--- config.mk ---
export PLATFORM = sky130hd
export DESIGN_NAME = multicycle_control_flat
export DESIGN_NICKNAME = d
export VERILOG_FILES = /design/src/rtl/multicycle_control_if.sv /design/src/rtl/multicycle_control.sv /design/src/flat_wrapper.sv
export SDC_FILE = /design/constraint.sdc
export NUM_CORES = 1
export LEC_CHECK = 0
export ABC_AREA = 1
export CORE_MARGIN = 8
export CORE_UTILIZATION = 40
export DETAILED_ROUTE_END_ITERATION = 7
export GPL_TIMING_DRIVEN = 0
export PLACE_DENSITY = 0.72
export SLEW_MARGIN = 20
export SYNTH_ARGS = -nofsm -noshare
export SYNTH_HDL_FRONTEND = slang
export SYNTH_SLANG_ARGS = --single-unit
--- constraint.sdc ---
create_clock -name clk -period 4.4 [get_ports clk]
set_clock_uncertainty 0.1 [all_clocks]
set_input_delay 0.44 -clock clk [delete_from_list [all_inputs] [get_ports clk]]
set_output_delay 0.44 -clock clk [all_outputs]
set_load 0.02 [all_outputs]
--- src/rtl/multicycle_control_if.sv ---
// multicycle_control_if
//   Control bundle between the multicycle FSM and the datapath.
//   master : the control FSM (samples enable/opcode/zero/mem_ready,
//            drives every enable, mux select and status pulse)
//   slave  : the datapath / memory side (the mirror image)
//   Signals:
//     enable, opcode[6:0], zero, mem_ready            -> FSM
//     pc_write, ir_write, i_or_d, mem_read, mem_write,
//     alu_src_a[1:0], alu_src_b[1:0], alu_op[1:0],
//     pc_src, branch, jump, mem_2_reg, reg_write,
//     instr_done, illegal, instr_cnt[31:0]            <- FSM
interface multicycle_control_if;
    logic        enable;
    logic [6:0]  opcode;
    logic        zero;
    logic        mem_ready;

    logic        pc_write;
    logic        ir_write;
    logic        i_or_d;
    logic        mem_read;
    logic        mem_write;
    logic [1:0]  alu_src_a;
    logic [1:0]  alu_src_b;
    logic [1:0]  alu_op;
    logic        pc_src;
    logic        branch;
    logic        jump;
    logic        mem_2_reg;
    logic        reg_write;
    logic        instr_done;
    logic        illegal;
    logic [31:0] instr_cnt;

    modport master (
        input  enable, opcode, zero, mem_ready,
        output pc_write, ir_write, i_or_d, mem_read, mem_write,
               alu_src_a, alu_src_b, alu_op, pc_src, branch, jump,
               mem_2_reg, reg_write, instr_done, illegal, instr_cnt
    );

    modport slave (
        output enable, opcode, zero, mem_ready,
        input  pc_write, ir_write, i_or_d, mem_read, mem_write,
               alu_src_a, alu_src_b, alu_op, pc_src, branch, jump,
               mem_2_reg, reg_write, instr_done, illegal, instr_cnt
    );
endinterface

--- src/rtl/multicycle_control.sv ---
// multicycle_control
//   Moore-style sequencer for the multicycle RISC-V datapath (shared memory
//   port, single ALU, IR/A/B/ALUOut/OLD_PC registers). Issues per-state
//   enables and mux selects, waits on the memory handshake and pulses
//   instr_done on retirement. instr_cnt counts retirements (wrapping).
//   Ports:
//     clk     - rising-edge clock
//     arst_n  - asynchronous active-low reset (state -> IDLE, count -> 0)
//     ctl     - multicycle_control_if.master control bundle
module multicycle_control (
    input  logic                 clk,
    input  logic                 arst_n,
    multicycle_control_if.master ctl
);

    localparam logic [6:0] OP_R     = 7'b0110011;
    localparam logic [6:0] OP_I     = 7'b0010011;
    localparam logic [6:0] OP_BEQ   = 7'b1100011;
    localparam logic [6:0] OP_JAL   = 7'b1101111;
    localparam logic [6:0] OP_LOAD  = 7'b0000011;
    localparam logic [6:0] OP_STORE = 7'b0100011;

    localparam logic [3:0] S_IDLE     = 4'd0;
    localparam logic [3:0] S_FETCH    = 4'd1;
    localparam logic [3:0] S_DECODE   = 4'd2;
    localparam logic [3:0] S_EXEC_R   = 4'd3;
    localparam logic [3:0] S_EXEC_I   = 4'd4;
    localparam logic [3:0] S_ALU_WB   = 4'd5;
    localparam logic [3:0] S_MEM_ADDR = 4'd6;
    localparam logic [3:0] S_MEM_RD   = 4'd7;
    localparam logic [3:0] S_MEM_WB   = 4'd8;
    localparam logic [3:0] S_MEM_WR   = 4'd9;
    localparam logic [3:0] S_BRANCH   = 4'd10;
    localparam logic [3:0] S_JUMP     = 4'd11;

    logic [3:0]  state_q, state_d;
    logic [3:0]  retire_state;
    logic [31:0] cnt_q;

    logic       pc_write, ir_write, i_or_d, mem_read, mem_write;
    logic [1:0] alu_src_a, alu_src_b, alu_op;
    logic       pc_src, branch, jump, mem_2_reg, reg_write;
    logic       instr_done, illegal;

    // enable is re-sampled at every retirement so the core can be paused
    // between instructions.
    assign retire_state = ctl.enable ? S_FETCH : S_IDLE;

    always_comb begin
        state_d    = state_q;
        pc_write   = 1'b0;
        ir_write   = 1'b0;
        i_or_d     = 1'b0;
        mem_read   = 1'b0;
        mem_write  = 1'b0;
        alu_src_a  = 2'b00;
        alu_src_b  = 2'b00;
        alu_op     = 2'b00;
        pc_src     = 1'b0;
        branch     = 1'b0;
        jump       = 1'b0;
        mem_2_reg  = 1'b0;
        reg_write  = 1'b0;
        instr_done = 1'b0;
        illegal    = 1'b0;

        case (state_q)
            S_IDLE: begin
                if (ctl.enable) state_d = S_FETCH;
            end
            S_FETCH: begin
                // PC+4 is computed every fetch cycle but only latched
                // together with IR on the cycle memory delivers the word.
                mem_read  = 1'b1;
                alu_src_b = 2'b01;
                pc_write  = ctl.mem_ready;
                ir_write  = ctl.mem_ready;
                if (ctl.mem_ready) state_d = S_DECODE;
            end
            S_DECODE: begin
                // ALUOut <= OLD_PC + imm: branch/jump target, computed
                // speculatively for every opcode.
                alu_src_a = 2'b10;
                alu_src_b = 2'b10;
                case (ctl.opcode)
                    OP_R:               state_d = S_EXEC_R;
                    OP_I:               state_d = S_EXEC_I;
                    OP_LOAD, OP_STORE:  state_d = S_MEM_ADDR;
                    OP_BEQ:             state_d = S_BRANCH;
                    OP_JAL:             state_d = S_JUMP;
                    default: begin
                        illegal    = 1'b1;
                        instr_done = 1'b1;
                        state_d    = retire_state;
                    end
                endcase
            end
            S_EXEC_R: begin
                alu_src_a = 2'b01;
                alu_op    = 2'b10;
                state_d   = S_ALU_WB;
            end
            S_EXEC_I: begin
                alu_src_a = 2'b01;
                alu_src_b = 2'b10;
                alu_op    = 2'b10;
                state_d   = S_ALU_WB;
            end
            S_ALU_WB: begin
                reg_write  = 1'b1;
                instr_done = 1'b1;
                state_d    = retire_state;
            end
            S_MEM_ADDR: begin
                alu_src_a = 2'b01;
                alu_src_b = 2'b10;
                state_d   = (ctl.opcode == OP_LOAD) ? S_MEM_RD : S_MEM_WR;
            end
            S_MEM_RD: begin
                mem_read = 1'b1;
                i_or_d   = 1'b1;
                if (ctl.mem_ready) state_d = S_MEM_WB;
            end
            S_MEM_WB: begin
                reg_write  = 1'b1;
                mem_2_reg  = 1'b1;
                instr_done = 1'b1;
                state_d    = retire_state;
            end
            S_MEM_WR: begin
                mem_write = 1'b1;
                i_or_d    = 1'b1;
                if (ctl.mem_ready) begin
                    instr_done = 1'b1;
                    state_d    = retire_state;
                end
            end
            S_BRANCH: begin
                alu_src_a  = 2'b01;
                alu_op     = 2'b01;
                branch     = 1'b1;
                pc_src     = 1'b1;
                pc_write   = ctl.zero;
                instr_done = 1'b1;
                state_d    = retire_state;
            end
            S_JUMP: begin
                pc_write   = 1'b1;
                pc_src     = 1'b1;
                jump       = 1'b1;
                reg_write  = 1'b1;
                instr_done = 1'b1;
                state_d    = retire_state;
            end
            default: state_d = S_IDLE;
        endcase
    end

    always_ff @(posedge clk or negedge arst_n) begin
        if (!arst_n) begin
            state_q <= S_IDLE;
            cnt_q   <= '0;
        end else begin
            state_q <= state_d;
            if (instr_done) cnt_q <= cnt_q + 32'd1;
        end
    end

    assign ctl.pc_write   = pc_write;
    assign ctl.ir_write   = ir_write;
    assign ctl.i_or_d     = i_or_d;
    assign ctl.mem_read   = mem_read;
    assign ctl.mem_write  = mem_write;
    assign ctl.alu_src_a  = alu_src_a;
    assign ctl.alu_src_b  = alu_src_b;
    assign ctl.alu_op     = alu_op;
    assign ctl.pc_src     = pc_src;
    assign ctl.branch     = branch;
    assign ctl.jump       = jump;
    assign ctl.mem_2_reg  = mem_2_reg;
    assign ctl.reg_write  = reg_write;
    assign ctl.instr_done = instr_done;
    assign ctl.illegal    = illegal;
    assign ctl.instr_cnt  = cnt_q;

endmodule
--- src/flat_wrapper.sv ---
// flat-port wrapper written by rule: the top's interface ports become plain ports
module multicycle_control_flat 
  (clk, arst_n, ctl_enable, ctl_opcode, ctl_zero, ctl_mem_ready, ctl_pc_write, ctl_ir_write, ctl_i_or_d, ctl_mem_read, ctl_mem_write, ctl_alu_src_a, ctl_alu_src_b, ctl_alu_op, ctl_pc_src, ctl_branch, ctl_jump, ctl_mem_2_reg, ctl_reg_write, ctl_instr_done, ctl_illegal, ctl_instr_cnt);
  multicycle_control_if ctl_i ();
  input  logic clk;
  input  logic arst_n;
  input wire logic [$bits(ctl_i.enable)-1:0] ctl_enable;
  input wire logic [$bits(ctl_i.opcode)-1:0] ctl_opcode;
  input wire logic [$bits(ctl_i.zero)-1:0] ctl_zero;
  input wire logic [$bits(ctl_i.mem_ready)-1:0] ctl_mem_ready;
  output wire logic [$bits(ctl_i.pc_write)-1:0] ctl_pc_write;
  output wire logic [$bits(ctl_i.ir_write)-1:0] ctl_ir_write;
  output wire logic [$bits(ctl_i.i_or_d)-1:0] ctl_i_or_d;
  output wire logic [$bits(ctl_i.mem_read)-1:0] ctl_mem_read;
  output wire logic [$bits(ctl_i.mem_write)-1:0] ctl_mem_write;
  output wire logic [$bits(ctl_i.alu_src_a)-1:0] ctl_alu_src_a;
  output wire logic [$bits(ctl_i.alu_src_b)-1:0] ctl_alu_src_b;
  output wire logic [$bits(ctl_i.alu_op)-1:0] ctl_alu_op;
  output wire logic [$bits(ctl_i.pc_src)-1:0] ctl_pc_src;
  output wire logic [$bits(ctl_i.branch)-1:0] ctl_branch;
  output wire logic [$bits(ctl_i.jump)-1:0] ctl_jump;
  output wire logic [$bits(ctl_i.mem_2_reg)-1:0] ctl_mem_2_reg;
  output wire logic [$bits(ctl_i.reg_write)-1:0] ctl_reg_write;
  output wire logic [$bits(ctl_i.instr_done)-1:0] ctl_instr_done;
  output wire logic [$bits(ctl_i.illegal)-1:0] ctl_illegal;
  output wire logic [$bits(ctl_i.instr_cnt)-1:0] ctl_instr_cnt;
  assign ctl_i.enable = ctl_enable;
  assign ctl_i.opcode = ctl_opcode;
  assign ctl_i.zero = ctl_zero;
  assign ctl_i.mem_ready = ctl_mem_ready;
  assign ctl_pc_write = ctl_i.pc_write;
  assign ctl_ir_write = ctl_i.ir_write;
  assign ctl_i_or_d = ctl_i.i_or_d;
  assign ctl_mem_read = ctl_i.mem_read;
  assign ctl_mem_write = ctl_i.mem_write;
  assign ctl_alu_src_a = ctl_i.alu_src_a;
  assign ctl_alu_src_b = ctl_i.alu_src_b;
  assign ctl_alu_op = ctl_i.alu_op;
  assign ctl_pc_src = ctl_i.pc_src;
  assign ctl_branch = ctl_i.branch;
  assign ctl_jump = ctl_i.jump;
  assign ctl_mem_2_reg = ctl_i.mem_2_reg;
  assign ctl_reg_write = ctl_i.reg_write;
  assign ctl_instr_done = ctl_i.instr_done;
  assign ctl_illegal = ctl_i.illegal;
  assign ctl_instr_cnt = ctl_i.instr_cnt;
  multicycle_control u_core (.clk(clk), .arst_n(arst_n), .ctl(ctl_i));
endmodule
==> Word level (Yosys, flattened, before mapping) <==
Index checks and enable logic that the tools add are counted.
W data, S select, Z words.
{ "word_totals": {"reg_bits": 36, "output_inout_bits": 50, "romBits": 0, "latch_bits": 0, "word_cells": 61, "n_memories": 0, "ramBits": 0} }
{ "op_classes": {"add_sub_neg": 1, "n_lt_le_gt_ge": 0, "n_eq_ne": 21, "shift": 0, "n_reduce_logical": 12, "mul": 0, "div_mod_pow": 0, "muxes": 25, "bitwise_logic": 0} }
{ "ops": {"columns": ["cell", "count"], "rows": [
  ["$add A32 B1 Y32 const B", 1],
  ["$pmux W4 S8", 1],
  ["$mux W4", 5],
  ["$pmux W4 S5", 1],
  ["$eq A4 B3 Y1 const B", 4],
  ["$eq A4 B4 Y1 const B", 4],
  ["$eq A7 B6 Y1 const B", 2],
  ["$eq A7 B7 Y1 const B", 2],
  ["$mux W1", 13],
  ["$pmux W2 S2", 3],
  ["$reduce_or A2 Y1", 5],
  ["$eq A4 B2 Y1 const B", 2],
  ["$ne A2 B2 Y1 const B", 4],
  ["$reduce_or A4 Y1", 2],
  ["$eq A7 B2 Y1 const B", 1],
  ["$eq A7 B5 Y1 const B", 1],
  ["$pmux W1 S3", 2],
  ["$reduce_or A3 Y1", 2],
  ["$reduce_or A6 Y1", 1],
  ["$eq A4 B1 Y1 const B", 1],
  ["$logic_not A4 Y1", 1],
  ["$reduce_and A4 Y1", 1]
]} }

==> Longest topological paths before layout <==
Gate-level depths: netlist of the first run.
{ "depth": {"word_depth": 4, "depth_mapped": 12, "mapped_depth_nobuf": 11} }

==> Least setup slack after synthesis of the first run <==
Ideal clock, no wire load.
{ "synth_path": {"path_type": "input port to output port", "from": "in ctl_opcode[3]", "to": "out ctl_illegal", "arrival_ns": 1.462, "t_required_ns": 3.860, "setup_slack_ns": 2.398, "n_path_buf": 1, "cell_stages": 7, "path_cell_list": "nor2_1 -> nand2_1 -> inv_1 -> nand2_1 -> nand4_4 -> clkbuf_1 -> inv_1"} }
{ "synth_between": {"elab_chain_cells": 4} }
{ "synth_lines": {"columns": ["element", "line_no", "text"], "rows": [
  ["start: declaration", "flat_wrapper.sv:8", "input wire logic [$bits(ctl_i.opcode)-1:0] ctl_opcode;"],
  ["$eq A7 B6 Y1, or another cell as far along", "multicycle_control.sv:85", "case (ctl.opcode)"],
  ["$reduce_or A6 Y1 (no source line) *", null, null],
  ["$mux W1 *", "multicycle_control.sv:85", null],
  ["$mux W1 *", "multicycle_control.sv:67", "case (state_q)"],
  ["end: declaration", "flat_wrapper.sv:25", "output wire logic [$bits(ctl_i.illegal)-1:0] ctl_illegal;"]
]} }
Every way passes the cells marked *; elsewhere a longest branch is shown, timed or not.

==> Worst setup path after layout of the first run <==
{ "layout_path": {"from": "in ctl_opcode[4]", "to": "out ctl_instr_done"} }
{ "layout_between": {"elab_chain_cells": 4} }
{ "layout_lines": {"columns": ["element", "line_no", "text"], "rows": [
  ["$eq A7 B6 Y1, or another cell as far along", "multicycle_control.sv:85", null],
  ["$reduce_or A6 Y1 (no source line) *", null, null],
  ["$mux W1 *", "multicycle_control.sv:85", null],
  ["$pmux W1 S3 *", "multicycle_control.sv:67", null],
  ["end: declaration", "flat_wrapper.sv:24", "output wire logic [$bits(ctl_i.instr_done)-1:0] ctl_instr_done;"]
]} }
Marks and branches as above.

==> metrics, run 1 <==
Leakage=approximately 1.7 nW; Layout area overhead=30.91%; Slew HR=around 57%; fillers=661; port bufs=between 60 and 70; Synth Flop Type=dfrtp_1; Tmin final=3175 ps; drt wl/cell=14.40 microns; Max VDD drop=0.0003196 V; crit start category=input pin; metal2 WL=3797 microns; flop2flop setup slack=roughly 2300 ps; Core Area=0.006644 sq mm; Via density=5.125; 1st-iter DRT viols=between 200 and 250; setup TNS=0 ps; routability cong.=0.8933; Worst setup endpoint=ctl_instr_done; critical path peak fanout=10; Hold Crit Class=flop to flop; clk slew on worst S/H paths=80 ps; Final Util=53.13%; row cnt=30; CTS sink cnt=36; Async SR Flop Fraction=100.0%; TritonCTS clock tree=yes; RSZ-0062 raised after global routing=false; clk_lat worst skew=290 ps; Final Cell Area=0.003530 sq mm; H-tree depth=2; Final WS setup=1225 ps; Routed WL=~8300 microns; WL met3=490 microns; placed inst area=0.003430 sq mm; first-pass GRT wire length=14210 microns; reg2reg start=u_core.ctl.instr_cnt[0]; number of setup buffers added after CTS=0; metal1 wirelength=3908 microns; top sig layer=met4; Power Dens Cells=between 300 and 400 mW/mm^2; Reg2Reg Depth=10; final HPWL from detailed placement=6541 microns; worst-margin pin slew=636.2 ps; Ys Warns=0; cts bufs inserted=5; Post-synth EDFFs=0; Worst Setup End Kind=primary output; n_diodes=0; gr usage total=17.88%; largest net degree at the start of global routing=23; CTS root buffer=clkbuf_8; post-synthesis sequential area ratio=about a third; initial antenna violation count=0; DRC=0; layout net count=509; Overflow after GRT=0; DP Worst Slack=1230 ps; Ports=62; Data required, critical path=3860 ps; RR Endpoint=u_core.ctl.instr_cnt[30]; CP Class=input pin to primary output; clk buf depth=2; final setup fails=0; Syn Area/Cell=6.329 sq um; layout cell share with drive strength beyond 1=6.841%; die area=a little under 0.01 sq mm; Hold Violations, Final=0; cts repair resizes=0; hold-fix buffer count after cts=1; Achievable Freq=roughly 0.31 GHz; vias in the first global route=between 2000 and 3000; launch point of the critical path=ctl_opcode[4]; syn_nets=439; status=finished clean; Routed Antenna Nets=0; Yosys reg bits=36; Mapped Area=0.002696 sq mm; vias=2957; PnR Total Power=between 0.001 and 0.0015 W; max-slew violation count=0; Post-Syn Instances=426; Die Height=98.10 microns; Die Span X=98.10 microns; post-synth cell types=30; Pre-Repair DR Iteration Count=6; CP Data Arrival Time=2640 ps; Max-Cap Viols=0; post-route clock period utilization=between 70% and 80%; Starting Density=40.58%
[metal layers]
metal	up-vias	global-route usage [%]
li1	1483	-
met1	1382	23.14
met2	83	28.71
met3	9	4.481
met4	0	4.916
met5	-	0
[registers in the layout, indices dropped and copies added (netlist names)]
| register | flops |
|---|---|
| u_core.ctl.instr_cnt | 32 |
| u_core.state_q | 4 |
[layout by cell type, fill, tap and decap left out, types with 2 or more instances in the layout]
cell type	n
nand2_2	2
inv_1	37
inv_2	7
buf_6	4
nor2_1	47
o21ai_0	3
buf_2	2
xor2_1	7
nand3_1	40
nand3b_1	14
nand4_1	5
nand2_1	179
clkbuf_8	6
clkbuf_1	4
dfrtp_1	36
nor3_1	14
nor2_2	5
a21oi_1	2
nor2_4	2
o21ai_1	8
clkdlybuf4s50_1	60
[logic make-up after synthesis]
| family | after synthesis | share of synthesized area [%] |
|---|---|---|
| xor+xnor | 9 | 3.202 |
| simple gates | 310 | 50.53 |
| compound gates | 18 | 3.852 |
| fa+ha+maj | 1 | 0.4640 |
| flops | 36 | 33.41 |
| buf+inv | 52 | 8.538 |
[synthesized netlist by cell type (2+ instances only)]
master,number,area (sq um)
nand2_2,2,12.51
nor2_1,47,176.4
nand2_1,179,671.9
a21oi_1,2,10.01
nand4_1,5,31.28
nand3_1,40,200.2
inv_2,7,26.28
dfrtp_1,36,900.9
xor2_1,7,61.31
nor2_2,5,31.28
nor3_1,14,70.07
nor2_4,2,22.52
inv_1,37,138.9
o21ai_1,8,40.04
buf_6,4,45.04
clkbuf_1,2,7.510
o21ai_0,3,15.01
nand3b_1,14,105.1
[through the flow]
stage          instances  hold slack [ps]
2_1_floorplan        426            44.41
3_3_place_gp         567            425.1
3_5_place_dp         568            296.5
4_1_cts              577            452.9
5_1_grt              577            476.6
6_report             577            455.3
[layout make-up]
class,count,area (sq um),share of cell area [%]
tap,80,100.1,2.836
buffer,8,65.06,1.843
inverter,44,165.2,4.679
clock buffer,8,90.09,2.552
sequential,36,900.9,25.52
multi-input combinational,338,1565,44.35
timing repair buffer,63,643.1,18.22
[report_power, final]
| part | switching (W) | internal (W) | total [W] |
|---|---|---|---|
| Combinational | 0.000449 | 0.000275 | 0.000724 |
| Sequential | 0.0000542 | 0.000366 | 0.000420 |
| Clock | 0.000122 | 0.000128 | 0.000250 |
[worst max-delay path, stage by stage]
cell and delay [ps]:
clkdlybuf4s50_1 530, inv_1 70, nand2_1 60, nor2_1 50, nand2_1 180, nand4_4 230
nand2_2 140, buf_6 150, buf_6 170, clkdlybuf4s50_1 610
[worst min path at each step]
stage,startpoint,end,slack (ps),cells past startpoint
global route,u_core.ctl.instr_cnt[8],u_core.ctl.instr_cnt[8],480,2
detailed placement,arst_n,u_core.ctl.instr_cnt[24],300,1
global placement,u_core.ctl.instr_cnt[8],u_core.ctl.instr_cnt[8],430,2
CTS,u_core.ctl.instr_cnt[8],u_core.ctl.instr_cnt[8],450,2
floorplan,arst_n,u_core.ctl.instr_cnt[0],40,0
finish,u_core.ctl.instr_cnt[8],u_core.ctl.instr_cnt[8],460,2
Power figures use the tool's default switching activity.
==> run 2: changes to the inputs <==
--- a/config.mk
+++ b/config.mk
@@ -10,7 +10,7 @@
 export CORE_UTILIZATION = 40
 export DETAILED_ROUTE_END_ITERATION = 7
 export GPL_TIMING_DRIVEN = 0
-export PLACE_DENSITY = 0.72
+export PLACE_DENSITY = 0.75
 export SLEW_MARGIN = 20
 export SYNTH_ARGS = -nofsm -noshare
 export SYNTH_HDL_FRONTEND = slang
==> constraint.sdc (replaced) <==
create_clock -name clk -period 2.86 [get_ports clk]
set_clock_uncertainty 0.1 [all_clocks]
set_input_delay 0.286 -clock clk [delete_from_list [all_inputs] [get_ports clk]]
set_output_delay 0.286 -clock clk [all_outputs]
set_load 0.02 [all_outputs]
==> run 2 against run 1 <==
Net effect: routed wire length decreased by 2.6%; die area unchanged; non-clock buffer count increased by 1; sequential cell count unchanged; clock power increased by 54%; highest routed layer unchanged; total power increased by 54%; global-route usage decreased by 0.12 points; sequential share of layout area decreased by 0.11 points; register-to-register slack got worse by 1500 ps; worst setup slack got worse by 960 ps.
==> metrics, run 2 (synthesis results as in run 1) <==
clk buf depth=2 (unchanged); layout net count=510 (+0.20%); largest net degree at the start of global routing=24 (+4.3%); Final WS setup=261.5 ps (-963.3 ps); CP Class=input pin to primary output; Slew HR=62.14% (+4.9 points); row cnt=30 (unchanged); layout cell share with drive strength beyond 1=7.229% (+0.39 points); vias=2942 (-0.51%); Tmin final=2598 ps; RSZ-0062 raised after global routing=false; DRC=0 (unchanged); Final Cell Area=0.003545 sq mm (+0.43%); cts bufs inserted=5 (unchanged); Routed Antenna Nets=0 (unchanged); placed inst area=0.003422 sq mm (-0.22%); CP max stage delay=590 ps (-20 ps); CTS sink cnt=36 (unchanged); Ports=62 (unchanged); post-route clock period utilization=about 91%; Via density=5.090 (-0.68%); CTS root buffer=clkbuf_8; n_diodes=0 (unchanged); Layout area overhead=31.46%; status=finished clean; DP Worst Slack=5.097 ps (-1225 ps); routability cong.=0.9189 (+2.9%); setup TNS=0 ps (unchanged); Overflow after GRT=0 (unchanged); Leakage=1.689 nW (+0.86%); critical path peak fanout=13 (+3); Hold Crit Class=input pin to async pin; flop2flop setup slack=770 ps (-1500 ps); commonest non-fill, non-tap cell in the layout=nand2_1; first-pass GRT wire length=14080 microns (-0.88%); clk slew on worst S/H paths=70 ps (about the same); initial antenna violation count=0 (unchanged); drt wl/cell=14.01 microns (-2.7%); max reg flops=32 (unchanged); Pre-Repair DR Iteration Count=4 (-2); TritonCTS clock tree=yes; CP bufs+invs=5 (unchanged); 1st-iter DRT viols=186 (-7.9%); Routed WL=8098 microns (-2.6%); final HPWL from detailed placement=6440 microns (-1.5%); Die Height=98.10 microns (unchanged); max-slew violation count=0 (unchanged); Data required, critical path=2470 ps (-1390 ps); port bufs=61 (unchanged); CP top delay family=buffers and inverters; Hold Violations, Final=0 (unchanged); Core Area=0.006644 sq mm (unchanged); Die Span X=98.10 microns (unchanged); H-tree depth=2 (unchanged); worst hold slack=323.0 ps (-132.2 ps); Placed Cells=568 (unchanged); Starting Density=40.58% (unchanged); die area=0.009624 sq mm (unchanged); Max VDD drop=0.0003986 V (+25%); Max-Cap Viols=0 (unchanged); Achievable Freq=0.3848 GHz; Worst Setup End Kind=primary output; worst-path cell chain=clkdlybuf4s50_1 -> nor2_1 -> nand2_1 -> inv_1 -> nand2_1 -> nand4_4 -> buf_12 -> inv_1 -> clkdlybuf4s50_1; Final Non-Filler Cells=578 (+0.17%); CP Data Arrival Time=2210 ps (-430 ps); gr usage total=17.77% (-0.12 points); Power Dens Cells=605.7 mW/mm^2 (+53%); clk_lat worst skew=290 ps (about the same); crit start category=input pin; most frequent cells in the layout=179 x nand2_1, 59 x clkdlybuf4s50_1, 47 x nor2_1, 40 x nand3_1, 37 x inv_1; final setup fails=0 (unchanged); slowest CP cell=clkdlybuf4s50_1; worst-margin pin slew=563.6 ps (-72.58 ps); vias in the first global route=2996 (+1.2%)
## run 2: cell count changes in the layout (fill, tap and decap cells not counted)
cell             before  now
buf_4                 1    2
clkbuf_1              4    3
clkdlybuf4s50_1      60   59
dlygate4sd2_1         0    1
buf_16                1    0
buf_12                0    2
## run 2: worst paths after layout
check	start	to	cells past startpoint
worst max-delay path	ctl_opcode[2]	ctl_illegal	9
worst min-delay path	arst_n	u_core.ctl.instr_cnt[24]	2
worst max register to register	u_core.ctl.instr_cnt[0]	u_core.ctl.instr_cnt[30]	10
worst min register to register	u_core.ctl.instr_cnt[3]	u_core.ctl.instr_cnt[3]	2
max in group asynchronous	arst_n	u_core.ctl.instr_cnt[18]	3
min in group clk	u_core.ctl.instr_cnt[3]	u_core.ctl.instr_cnt[3]	2
## run 2: area by class of cell
type / instances / area, sq um
tap: 80 / 100.1
fill: 680 / 3099
sequential: 36 / 900.9
multi-input combinational: 338 / 1565
buffer: 7 / 61.31
timing repair buffer: 65 / 661.9
inverter: 44 / 165.2
clock buffer: 8 / 90.09
## run 2: power by group
part | total, W | switching [W] | internal (W)
Sequential | 0.000645 | 0.0000824 | 0.000562
Combinational | 0.00112 | 0.000684 | 0.000432
Clock | 0.000386 | 0.000190 | 0.000197
Total | 0.00215 | 0.000956 | 0.00119
## run 2: through the flow
step,power (W),util [%]
after floorplan,0.001329,-
after global placement,0.001737,51.28
after detailed placement,0.001761,51.51
after CTS,0.002141,52.94
after global routing,0.002289,53.35
final,0.002147,53.35
## run 2: per-layer routing
metal | global-route usage (%) | share of wire (%)
met5 | 0 | 0
met4 | 6.115 | 1.6
met3 | 4.339 | 6.8
met2 | 29.66 | 48
met1 | 21.70 | 44
## run 2: what timing repair did
action | CTS | global route
gates resized for setup | 1 | 0
pin swaps | 0 | 1
setup endpoints to repair | 2 | 1
hold endpoints to repair | 13 | 0
hold buffers | 1 | 0
buffers inserted | 0 | 2
